===== config.mk =====
export PLATFORM = sky130hd
export DESIGN_NAME = pad_ctrl
export DESIGN_NICKNAME = d
export VERILOG_FILES = /design/src/rtl/pad_ctrl.sv
export SDC_FILE = /design/constraint.sdc
export NUM_CORES = 1
export LEC_CHECK = 0
export BUFFER_PORTS_ARGS = -buffer_cell sky130_fd_sc_hd__buf_2
export CAP_MARGIN = 40
export CORE_MARGIN = 4
export CORE_UTILIZATION = 58
export DETAILED_ROUTE_END_ITERATION = 10
export GPL_ROUTABILITY_DRIVEN = 0
export PLACE_DENSITY = 0.86
export RECOVER_POWER = 100
export SETUP_SLACK_MARGIN = 0.1
export SLEW_MARGIN = 0
export SYNTH_ARGS = -nofsm -noshare
export SYNTH_HDL_FRONTEND = slang
export SYNTH_SLANG_ARGS = --single-unit

===== constraint.sdc =====
create_clock -name clk -period 3.2 [get_ports clk]
set_clock_uncertainty 0.15 [all_clocks]
set_input_delay 0.16 -clock clk [delete_from_list [all_inputs] [get_ports clk]]
set_output_delay 0.16 -clock clk [all_outputs]
set_load 0.01 [all_outputs]

===== src/rtl/pad_ctrl.sv =====
// pad_ctrl: core-side controller for one bidirectional GPIO pad.
// Drives the pad DIN/OEN/PULL pins from a latched configuration and turns the
// pad DOUT into a synchronised, debounced level with a sticky edge interrupt.
module pad_ctrl #(
  parameter int DEB_W   = 8,
  parameter bit RST_OEN = 1'b1
) (
  input  logic             clk,
  input  logic             rst_n,
  input  logic             cfg_we,
  input  logic             cfg_dir,
  input  logic             cfg_out,
  input  logic [1:0]       cfg_pull,
  input  logic [DEB_W-1:0] cfg_deb,
  input  logic [1:0]       cfg_irq_mode,
  input  logic             irq_clr,
  output logic             pad_din,
  output logic             pad_oen,
  output logic [1:0]       pad_pull,
  input  logic             pad_dout,
  output logic             in_val,
  output logic             irq
);

  typedef enum logic {
    STABLE,
    COUNT
  } deb_state_t;

  deb_state_t       state;
  logic [DEB_W-1:0] deb;
  logic [DEB_W-1:0] cnt;
  logic [1:0]       irq_mode;
  logic             s1;
  logic             s2;
  logic             prev_in_val;
  logic             sample_src;
  logic             rise;
  logic             fall;
  logic             irq_set;

  // While the pad is an output its DOUT may float, so sample our own DIN instead.
  assign sample_src = pad_oen ? pad_dout : pad_din;

  assign rise    = in_val & ~prev_in_val;
  assign fall    = ~in_val & prev_in_val;
  assign irq_set = (rise & irq_mode[0]) | (fall & irq_mode[1]);

  // Latch the configuration; pad pins follow at the same edge as cfg_we.
  always_ff @(posedge clk) begin
    if (!rst_n) begin
      pad_oen  <= RST_OEN;
      pad_din  <= 1'b0;
      pad_pull <= 2'b00;
      deb      <= '0;
      irq_mode <= 2'b00;
    end else if (cfg_we) begin
      pad_oen  <= cfg_dir;
      pad_din  <= cfg_out;
      pad_pull <= cfg_pull;
      deb      <= cfg_deb;
      irq_mode <= cfg_irq_mode;
    end
  end

  // Two-flop synchroniser for the sampled pad level.
  always_ff @(posedge clk) begin
    if (!rst_n) begin
      s1 <= 1'b0;
      s2 <= 1'b0;
    end else begin
      s1 <= sample_src;
      s2 <= s1;
    end
  end

  // Debounce: a new level must persist for N counted cycles before in_val takes it.
  always_ff @(posedge clk) begin
    if (!rst_n) begin
      state  <= STABLE;
      cnt    <= '0;
      in_val <= 1'b0;
    end else if (deb == '0) begin
      state  <= STABLE;
      cnt    <= '0;
      in_val <= s2;
    end else begin
      case (state)
        STABLE: begin
          if (s2 != in_val) begin
            state <= COUNT;
            cnt   <= DEB_W'(1);
          end else begin
            cnt <= '0;
          end
        end
        COUNT: begin
          if (s2 == in_val) begin
            state <= STABLE;
            cnt   <= '0;
          end else if (cnt >= deb) begin
            in_val <= s2;
            state  <= STABLE;
            cnt    <= '0;
          end else if (cnt != {DEB_W{1'b1}}) begin
            cnt <= cnt + DEB_W'(1);
          end
        end
        default: begin
          state <= STABLE;
          cnt   <= '0;
        end
      endcase
    end
  end

  // Remember the previous debounced level for edge detection.
  always_ff @(posedge clk) begin
    if (!rst_n) begin
      prev_in_val <= 1'b0;
    end else begin
      prev_in_val <= in_val;
    end
  end

  // Sticky interrupt; a new edge beats a simultaneous clear.
  always_ff @(posedge clk) begin
    if (!rst_n) begin
      irq <= 1'b0;
    end else if (irq_set) begin
      irq <= 1'b1;
    end else if (irq_clr) begin
      irq <= 1'b0;
    end
  end

endmodule


# Word-level counts from Yosys, hierarchy flattened
# Cells that the tools add are included.
dict set report totals {
  register_bits 28
  in_bits 19
  elab_cells 50
}
dict set report classes {
  n_addsub 1
  order_cmp 1
  eq_ne 5
  muxes 16
  bitwise_logic 9
  reduce_logical 6
}
# cell n
set op_table {}
lappend op_table {{8-bit two-way mux} 3}
lappend op_table {{8-bit one-hot mux with 2 select lines} 1}
lappend op_table {{1-bit two-way mux} 11}
lappend op_table {{8-bit by 1-bit adder with 8-bit output (second input constant)} 1}
lappend op_table {{8-bit >= comparator} 1}
lappend op_table {{8-bit logical NOT} 1}
lappend op_table {{8-bit inequality test (second input constant)} 1}
lappend op_table {{2-bit nonzero test} 3}
lappend op_table {{1-bit bitwise AND} 4}
lappend op_table {{4-bit by 1-bit inequality test with 1-bit output (second input constant)} 1}
lappend op_table {{1-bit NOT} 4}
lappend op_table {{3-bit AND reduction} 1}
lappend op_table {{2-bit inequality test (second input constant)} 1}
lappend op_table {{1-bit one-hot mux with 2 select lines} 1}
lappend op_table {{2-bit OR reduction} 1}
lappend op_table {{1-bit == test} 1}
lappend op_table {{1-bit inequality test} 1}
lappend op_table {{1-bit OR} 1}

# Depth between registers and ports, before layout
dict set report depth {
  depth_word 5
  ltp_mapped 7
}

# Worst setup path after synthesis
# Ideal clock, no wire load.
dict set report synth_timing {
  kind {reg-to-reg}
  start {register deb[2]}
  end {register cnt[2]}
  setup_ns 0.073
  t_arrival_ns 1.631
  setup_slack_ns 1.346
  path_stages_with_launch 8
  path_buffers 0
  synth_period_minus_slack_ns 1.854
  cell_sequence {dfxtp_1 -> inv_1 -> ha_1 -> a211oi_1 -> o21ai_1 -> a211oi_4 -> nand4_4 -> nor3_2}
}
dict set report synth_between {
  elab_chain_len 4
  elab_cells_between_ends 7
}
# element line
set synth_rtl {}
lappend synth_rtl {{start: declaration} 31} ;# logic [DEB_W-1:0] deb;
lappend synth_rtl {{start signal: assignment} 61} ;# deb <= cfg_deb;
lappend synth_rtl {{8-bit >= comparator} 101} ;# end else if (cnt >= deb) begin
lappend synth_rtl {{8-bit two-way mux} 101}
lappend synth_rtl {{8-bit two-way mux} 98} ;# if (s2 == in_val) begin
lappend synth_rtl {{8-bit one-hot mux with 2 select lines} 88} ;# case (state)
lappend synth_rtl {{end signal: assignment} 106} ;# cnt <= cnt + DEB_W'(1);
lappend synth_rtl {{end: declaration} 32} ;# logic [DEB_W-1:0] cnt;
# Several ways; a longest one is shown, not always the timed one.
# A chain may end at the register's enable or synchronous reset.

# Worst setup path after layout
dict set report layout_timing {
  start {register deb[5]}
  end {register cnt[2]}
}
# Same word-level chain as after synthesis.

==> impl_results.md <==
- Status: completed
- Worst slew pin tran: 587 ps
- Die Span X: 56.7 um
- Remaining DRCs: 0
- Vias in the first global route: 1263
- LEAKAGE: 0.738 nW
- Buf/Inv on CP: 1
- Area delta synth->final: 22.6%
- Maximum fanout along the worst path: 7
- Total negative slack: 0 ps
- Final #Nets: 214
- CTS root buf: clkbuf_4
- Die Y: 56.7 um
- FFs w/ async S/R, synth: 0%
- CP Launch Type: register
- TritonCTS Buffers: 3
- Fin. max-slew vios: 0
- Largest net degree at the start of global routing: 22
- IO buf count: 24
- Setup violators final: 0
- Clock Pin Slew Worst Setup and Hold Paths: ~150 ps
- Most frequent CP cell: a211oi_1
- Htree depth: 1
- Crit path max-delay family: compound AO/OA/AOI/OAI gates
- Crit Path Category: register to register
- Fraction of layout cells with a size suffix above 1: 14.1%
- Commonest non-fill, non-tap cells in the layout: 28 x dfxtp_1, 18 x mux2i_1, 18 x buf_2
- Setup repair bufs after CTS: 0
- Design Area, Final: 1680 um^2
- Max-cap viol count: 0
- Initial antenna violation count: 0
- Req. time, crit path: 3280 ps
- CP arrival: 2520 ps
- Worst Hold Class: input pin to register
- F_max: 0.410 GHz
- DR WL/cell: 13.7 um
- Reg2reg setup slack: 760 ps
- Adder-cell share of the synthesized area: 8.20%
- Initial DRC Count: 22
- Register bit total from synthesis: 28
- Syn nets: 173
- TritonCTS clock tree: done
- Mux contribution to synthesized area: 13.1%
- Worst vdd ir: 0.304 mV
- CP max stage delay: 530 ps
- Fin crit period: 2440 ps
- Post-synth EDFFs: 0
- DR vias: 1171
- GR Overflow Total: 0
- Rows: 17
- Vias per inst: about 5.5
- # fillers: approximately 170
- Reg2reg path depth: 7
- Power Dens Cells: 376 nW/um^2
- Mapped Avg Cell Area: 9.47 um^2
- Slew headroom: 60.6%
- Skew-Pair Late Insertion Delay: 330 ps
- Core Area: ~2200 um^2
- First-pass GRT wire length: 5360 um
- Placed cell areas: 1510 um^2
- Worst Hold Depth: 2
- Detailed Routing Iterations Pass 1: 4
- Post-synthesis sequential area ratio: 40.8%
- Synth Area in Simple Gates: a little over a quarter
- Complex-gate fraction of the synthesized area: 6.92%
- XOR/XNOR share of the synthesized area: less than 1%
- Register area: 561 um^2
- Yosys cell types: 30
- Largest family of logic cells by synthesized area: simple AND/OR/NAND/NOR gates
- CTS max path bufs: 2
- Diodes inserted: 0
- Starting Density: ~60%
- RSZ-0062 raised after global routing: no
- Drt total wl: around 2900 um
- Crit path cell chain: inv_1 -> ha_1 -> a211oi_1 -> nor2_1 -> a211oi_1 -> nand4_4 -> nor3_1
- Most common cell after layout, fill and taps aside: dfxtp_1
- Post-synthesis cell count: 145
- Yosys warning count: 0
- CTS Sinks: 28
- Cell area after synthesis: about 1400 um^2
- Tcrit/Tclk final: between 70% and 80%
- Final Hold Viols: 0
- Main synth FF type: dfxtp_1
- Stages on the worst setup path: 7
- CP max-delay cell: a211oi_1
- Post-DRT Antenna Nets: 0
- Total die area: 3210 um^2
- Multi-input gate area in the final layout: 739 um^2
- DP HPWL: 2100 um
- # IOs: 25
- Critical Path Sink Type: register
- Total GRT Usage: 20.6%
-- registers in the layout, indices dropped and copies added, names as in the netlist --
register     flops
cnt              8
deb              8
irq_mode         2
pad_pull         2
in_val           1
irq              1
pad_din          1
pad_oen          1
prev_in_val      1
s1               1
s2               1
state            1
-- final timing paths --
path | endpoint | start
setup reg to reg | cnt[2] | deb[5]
hold reg to reg | s2 | s1
hold / removal | irq | rst_n
setup / recovery | cnt[2] | deb[5]
-- power breakdown --
part           total (W)  switching (W)  internal, W  leakage, nW
Sequential      0.000374      0.0000111     0.000363        0.229
Combinational  0.0000898      0.0000408    0.0000490        0.488
Clock           0.000169      0.0000999    0.0000696       0.0210
-- per-layer routing --
layer	up-vias	part of all wire, %	GRT usage (%)
li1	580	-	-
met1	543	42	23.9
met2	34	51	38.3
met3	14	4.0	2.99
met4	0	3.1	6.44
met5	-	0	0
-- final cells by class --
cell class | count | share of cell area (%)
Multi-Input combinational cell | 104 | 43.9
Sequential cell | 28 | 33.3
Timing Repair Buffer | 41 | 16.8
Clock buffer | 4 | 2.15
Tap cell | 28 | 2.08
Inverter | 8 | 1.78
-- kinds of logic (layout without fill, tap and decap cells) --
| group | after synthesis | in the layout |
|---|---|---|
| AND/OR/NAND/NOR | 63 | 63 |
| flip-flops | 28 | 28 |
| multiplexers | 18 | 18 |
| AO/OA/AOI/OAI | 13 | 13 |
| buffers and inverters | 13 | 53 |
| adder cells (fa/ha/maj) | 9 | 9 |
| XOR/XNOR | 1 | 1 |
-- through the flow --
step	hold slack, ps	cells	util (%)	total power [W]	setup WS, ps
after floorplan	139	145	-	0.000433	1350
final	69.2	213	75.4	0.000633	759
after detailed placement	241	192	67.5	0.000459	1140
after CTS	54.3	213	76.8	0.000640	1120
after global placement	229	192	67.5	0.000453	1260
after global routing	79.3	213	75.4	0.000668	565
-- timing repair --
action,4_1_cts,5_1_grt
endpoints found under the hold margin,16,0
hold buffers,17,0
gates resized for setup,0,0
-- cell usage after synthesis, types with 2 or more instances --
master | instances | area share [%]
nand3b_1 | 2 | 1.1
dfxtp_1 | 28 | 41
mux2i_1 | 18 | 13
ha_1 | 9 | 8.2
nor4_1 | 2 | 0.91
and3_1 | 7 | 3.2
nand4_1 | 2 | 0.91
a211oi_1 | 2 | 1.1
nand2_1 | 8 | 2.2
nand3_1 | 4 | 1.5
nor2b_1 | 15 | 6.8
nor3_2 | 2 | 1.5
a31oi_1 | 2 | 0.91
nor2_1 | 14 | 3.8
inv_1 | 8 | 2.2
clkbuf_1 | 3 | 0.82
o21ai_0 | 5 | 1.8
buf_2 | 2 | 0.73
No activity file was read; power rests on OpenSTA's default activity.
